==> src/rtl/mem_stage.sv <==
// Memory-access stage: issues one 32-bit bus transaction for loads/stores
// with lane steering and load extension, or forwards the ALU result.
package mem_stage_pkg;
  typedef struct packed {
    logic add;
    logic addi;
    logic lb;
    logic lh;
    logic lw;
    logic lbu;
    logic lhu;
    logic sb;
    logic sh;
    logic sw;
  } instructions;

  typedef struct packed {
    logic [31:0] rs1;
    logic [31:0] rs2;
  } regvpair;
endpackage

// state | meaning
// IDLE  | waiting for enabled
// BUS   | mem_req held, waiting for mem_ready or timeout
// DONE  | completed pulse, flags and result valid
module mem_stage
  import mem_stage_pkg::*;
#(
  parameter int unsigned TIMEOUT_CYCLES = 1024
) (
  input  logic        clk,
  input  logic        rst,
  input  logic        enabled,
  input  instructions instr,
  input  regvpair     register,
  input  logic [31:0] alu_result,
  output logic        mem_req,
  output logic        mem_we,
  output logic [31:0] mem_addr,
  output logic [3:0]  mem_wstrb,
  output logic [31:0] mem_wdata,
  input  logic        mem_ready,
  input  logic [31:0] mem_rdata,
  output logic        completed,
  output logic [31:0] result,
  output logic        misaligned,
  output logic        access_fault
);

  typedef enum logic [1:0] {IDLE, BUS, DONE} state_t;

  localparam logic [31:0] TMO = 32'(TIMEOUT_CYCLES);

  state_t      state, state_next;
  logic        is_load, is_store, is_mem, mis;
  logic [3:0]  wstrb_in;
  logic [31:0] wdata_in;
  logic [1:0]  offset;
  logic        size_byte, size_half, sign_ext, load_op;
  logic [31:0] tmo_cnt;
  logic        timeout_hit;
  logic [31:0] rd_shift, load_val;
  logic        start_alu, start_mis, start_bus, bus_ok, bus_tmo;
  logic        unused_bits;

  assign unused_bits = ^{register.rs1, instr.add, instr.addi};

  assign is_load  = instr.lb | instr.lh | instr.lw | instr.lbu | instr.lhu;
  assign is_store = instr.sb | instr.sh | instr.sw;
  assign is_mem   = is_load | is_store;
  assign mis      = ((instr.lh | instr.lhu | instr.sh) & alu_result[0]) |
                    ((instr.lw | instr.sw) & (alu_result[1:0] != 2'b00));

  assign mem_req   = (state == BUS);
  assign completed = (state == DONE);

  // A count of TIMEOUT_CYCLES-1 plus the current idle cycle means the limit is reached.
  assign timeout_hit = (TMO != 32'd0) && ((tmo_cnt + 32'd1) == TMO);

  always_comb begin
    wstrb_in = 4'b0000;
    wdata_in = register.rs2;
    if (instr.sb) begin
      wstrb_in = 4'b0001 << alu_result[1:0];
      wdata_in = {4{register.rs2[7:0]}};
    end else if (instr.sh) begin
      wstrb_in = 4'b0011 << alu_result[1:0];
      wdata_in = {2{register.rs2[15:0]}};
    end else if (instr.sw) begin
      wstrb_in = 4'b1111;
    end
  end

  always_comb begin
    rd_shift = mem_rdata >> {offset, 3'b000};
    if (size_byte)
      load_val = sign_ext ? {{24{rd_shift[7]}}, rd_shift[7:0]} : {24'b0, rd_shift[7:0]};
    else if (size_half)
      load_val = sign_ext ? {{16{rd_shift[15]}}, rd_shift[15:0]} : {16'b0, rd_shift[15:0]};
    else
      load_val = mem_rdata;
  end

  always_comb begin
    state_next = state;
    start_alu  = 1'b0;
    start_mis  = 1'b0;
    start_bus  = 1'b0;
    bus_ok     = 1'b0;
    bus_tmo    = 1'b0;
    case (state)
      IDLE: begin
        if (enabled) begin
          if (!is_mem) begin
            start_alu  = 1'b1;
            state_next = DONE;
          end else if (mis) begin
            start_mis  = 1'b1;
            state_next = DONE;
          end else begin
            start_bus  = 1'b1;
            state_next = BUS;
          end
        end
      end
      BUS: begin
        if (mem_ready) begin
          bus_ok     = 1'b1;
          state_next = DONE;
        end else if (timeout_hit) begin
          bus_tmo    = 1'b1;
          state_next = DONE;
        end
      end
      DONE:    state_next = IDLE;
      default: state_next = IDLE;
    endcase
  end

  always_ff @(posedge clk) begin
    if (rst) state <= IDLE;
    else     state <= state_next;
  end

  always_ff @(posedge clk) begin
    if (rst) begin
      mem_we       <= 1'b0;
      mem_addr     <= 32'd0;
      mem_wstrb    <= 4'd0;
      mem_wdata    <= 32'd0;
      result       <= 32'd0;
      misaligned   <= 1'b0;
      access_fault <= 1'b0;
      tmo_cnt      <= 32'd0;
      offset       <= 2'd0;
      size_byte    <= 1'b0;
      size_half    <= 1'b0;
      sign_ext     <= 1'b0;
      load_op      <= 1'b0;
    end else begin
      if (start_alu | start_mis | start_bus) begin
        misaligned   <= start_mis;
        access_fault <= 1'b0;
        tmo_cnt      <= 32'd0;
      end
      if (start_alu)
        result <= alu_result;
      if (start_bus) begin
        mem_addr  <= {alu_result[31:2], 2'b00};
        mem_we    <= is_store;
        mem_wstrb <= wstrb_in;
        mem_wdata <= wdata_in;
        offset    <= alu_result[1:0];
        size_byte <= instr.lb | instr.lbu | instr.sb;
        size_half <= instr.lh | instr.lhu | instr.sh;
        sign_ext  <= instr.lb | instr.lh;
        load_op   <= is_load;
      end
      if ((state == BUS) && !mem_ready)
        tmo_cnt <= tmo_cnt + 32'd1;
      if (bus_ok)
        result <= load_op ? load_val : 32'd0;
      if (bus_tmo)
        access_fault <= 1'b1;
    end
  end

endmodule

==> config.mk <==
export PLATFORM = sky130hd
export DESIGN_NAME = mem_stage
export DESIGN_NICKNAME = d
export VERILOG_FILES = /design/src/rtl/mem_stage.sv
export SDC_FILE = /design/constraint.sdc
export NUM_CORES = 1
export LEC_CHECK = 0
export CORE_MARGIN = 2
export CORE_UTILIZATION = 30
export DETAILED_ROUTE_END_ITERATION = 7
export GPL_ROUTABILITY_DRIVEN = 0
export PLACE_DENSITY_LB_ADDON = 0.08
export SYNTH_ARGS = -nofsm -noshare
export SYNTH_HDL_FRONTEND = slang
export SYNTH_SLANG_ARGS = --single-unit
==> constraint.sdc <==
create_clock -name clk -period 2.6 [get_ports clk]
set_clock_uncertainty 0.2 [all_clocks]
set_input_delay 0.78 -clock clk [delete_from_list [all_inputs] [get_ports clk]]
set_output_delay 0.78 -clock clk [all_outputs]
set_load 0.1 [all_outputs]
==> flow_summary.ini <==
[run_status]
status = finished clean

[cells_and_area]
final_util_pct = 44.0
area_growth_pct = 44.9
final_common_cell = nand2_1
final_area_um2 = 10700
mostFrequentLayoutCells = 183 x nand2_1, 173 x buf_4, 141 x dfxtp_1
drive_gt1_share_pct = 20.8
fin_nets = 1343
final_cells = 1534

[place]
placed_cells = 1495
post-place-ws_ns = -0.440
dp_hpwl_um = 18800
post_dp_cell_area_um2 = 9940
io_buffer_count = 210

[setup_path]
path_class = in2reg
path_max_fanout = 12
endpoint_kind = flop
slowest_delay_ns = 0.44
path_buf_inv = 3
cp_top_family = simple AND/OR/NAND/NOR gates
worstPathArrival_ns = 2.67
slowest_stage = clkdlybuf4s50_1
cp-start-kind = input port
required_ns = 2.73
worstPathCellList = clkdlybuf4s50_1 > or3_1 > a2bb2oi_4 > nand2_2 > nor2_4 > buf_12 > clkbuf_16 > nor2_1 > a311oi_1

[clocking]
cts_buffers = 17
ctsLongestPathBuffers = 2
clkTransAtPathRegs_ns = 0.06
cts_tree = built
insertion_delay_ns = 0.42
ctsHtreeMaxLevel = 4
clock-sinks = 141
cts-root-buf = clkbuf_16

[floorplanning]
die_x_um = 161
die_h_um = 161
coreArea_um2 = 24200
initial_core_util_pct = 30.4
ioPinCount = 247
rows = 57
dieArea_um2 = 25800

[global_route]
grt_util_all_layers_pct = 19.5
grt_overflow_total = 0
grt_pass1_wl_um = 40600
antenna_found_initial = 0
grt_pass1_vias = 7243
grt_max_degree = 49

[synth]
synthTopCellsByArea = dfxtp_1 38%, nand2_1 9.3%, a21oi_1 6.1%, a311oi_1 5.6%, nor2_1 5.3%
yosys_warnings = 0
synth_edf_count = 0
synth-async-reset-ratio_pct = 0
syn_area_um2 = 7370
syn_avg_cell_area_um2 = 7.61
yosysTopAreaCell = dfxtp_1
ys_types = 73
ys_seq_elements = 141
ys_seq_area_share_pct = 38.3
ys.flop_type = dfxtp_1
syn_inst = 968
synth_top_area_share_pct = 38.3

[min_path]
hp-class = reg2reg

[timing]
tightest_slew_ns = 0.669
slew_violations = 0
setup_ws_ns = 0.0666
max_slew_margin_pct = 55.4
setup_viol = 0
timing.final.crit_share_pct = 97.4
fin_crit_ns = 2.53
max_freq_ghz = 0.395
hold_violations = 0

[detailed_routing]
drt_wl_total_um = 26100
wl_per_cell_um = 17.0
viasPerCell = 5.10
antenna_left = 0
drt-initial-drc-count = 496
vias = 7826
drc = 0
drtPass1Iterations = 5

[power_and_ir_drop]
p_leak_nw = 4.08
power_density_nw_per_um2 = 574
irDropWorstVdd_mv = 0.289
total_power_w = 0.00613

[run]
max_cap_viol_count = 0
## repair_timing
action,in CTS,in global routing
buffers inserted,0,3
hold buffers,0,0
endpoints found under the setup margin,0,107
gates resized for setup,0,7
## registers in the layout, summed over array words and instances (netlist names)
signal	count
access_fault	1
load_op	1
mem_addr	30
mem_wdata	32
mem_we	1
mem_wstrb	4
misaligned	1
offset	2
result	32
sign_ext	1
size_byte	1
size_half	1
state	2
tmo_cnt	32
## tightest hold or removal path, stage by stage (launching register included)
cell and delay (ns):
dfxtp_1 0.31, nand2_1 0.05, a21oi_1 0.05
## cell type report
type / count / area [µm²]
fill: 2540 / 13600
timing repair buffer: 294 / 2650
antenna: 1 / 2.50
clock inverter: 15 / 185
clock buffer: 17 / 425
inverter: 14 / 52.6
tap: 324 / 405
multi-input combinational: 728 / 4130
sequential: 141 / 2820
## cell usage after synthesis, drive strengths merged, types with 13 or more instances
| cell type | count |
|---|---|
| a21oi | 90 |
| nand3 | 19 |
| dfxtp | 141 |
| a311oi | 48 |
| nor3 | 20 |
| clkbuf | 63 |
| nor2 | 106 |
| nand2 | 184 |
| nand2b | 13 |
| a211oi | 20 |
| inv | 14 |
| buf | 23 |
| o21ai | 71 |
| a22oi | 25 |
| nand4 | 16 |
| mux2i | 13 |
## cells by family (layout without fill, tap and decap cells)
family	count (synthesis)	after routing	synth area share [%]
and+or+nand+nor	394	394	24.2
buffers and inverters	100	340	6.33
adders and majority gates	5	5	0.849
DFF	141	141	38.3
other	1	3	0.0509
xor gates and xnor gates	12	12	1.43
muxes	16	16	2.22
AOI/OAI and AO/OA	299	299	26.6
## through the flow
stage / TNS, ns / hold WS, ns
4_1_cts: 0 / 0.257
5_1_grt: -0.0510 / 0.269
6_report: 0 / 0.254
3_3_place_gp: -41.91 / 0.243
3_5_place_dp: -42.67 / 0.248
2_1_floorplan: -2.19 / 0.275
## power by group
| group | switching (W) | total (W) | internal, W |
|---|---|---|---|
| registers | 0.0000428 | 0.00227 | 0.00223 |
| clock network | 0.00106 | 0.00258 | 0.00153 |
| logic | 0.000850 | 0.00128 | 0.000428 |
| total | 0.00195 | 0.00613 | 0.00418 |
## per-layer routing
metal | global-route usage, % | part of all wire [%] | wire, µm | vias to the layer above
met5 | 0 | 0 | 0 | -
li1 | - | - | - | 3927
met4 | 5.28 | 1.4 | 359 | 0
met1 | 27.2 | 48 | 12600 | 3651
met3 | 5.29 | 7.0 | 1830 | 23
met2 | 29.8 | 43 | 11300 | 225
## final timing paths
path,start,endpoint,slack [ns],cells past startpoint
worst min register to register,mem_addr[15]$_SDFFE_PP0P_,mem_addr[15]$_SDFFE_PP0P_,0.25,2
worst max register to register,tmo_cnt[0]$_SDFFE_PP0P_,state[0]$_SDFFE_PP0P_,0.17,8
worst min-delay path,mem_addr[15]$_SDFFE_PP0P_,mem_addr[15]$_SDFFE_PP0P_,0.25,2
worst max-delay path,instr[3],mem_wdata[21]$_SDFFE_PP0P_,0.07,9
No activity file was read; power rests on OpenSTA's default activity.
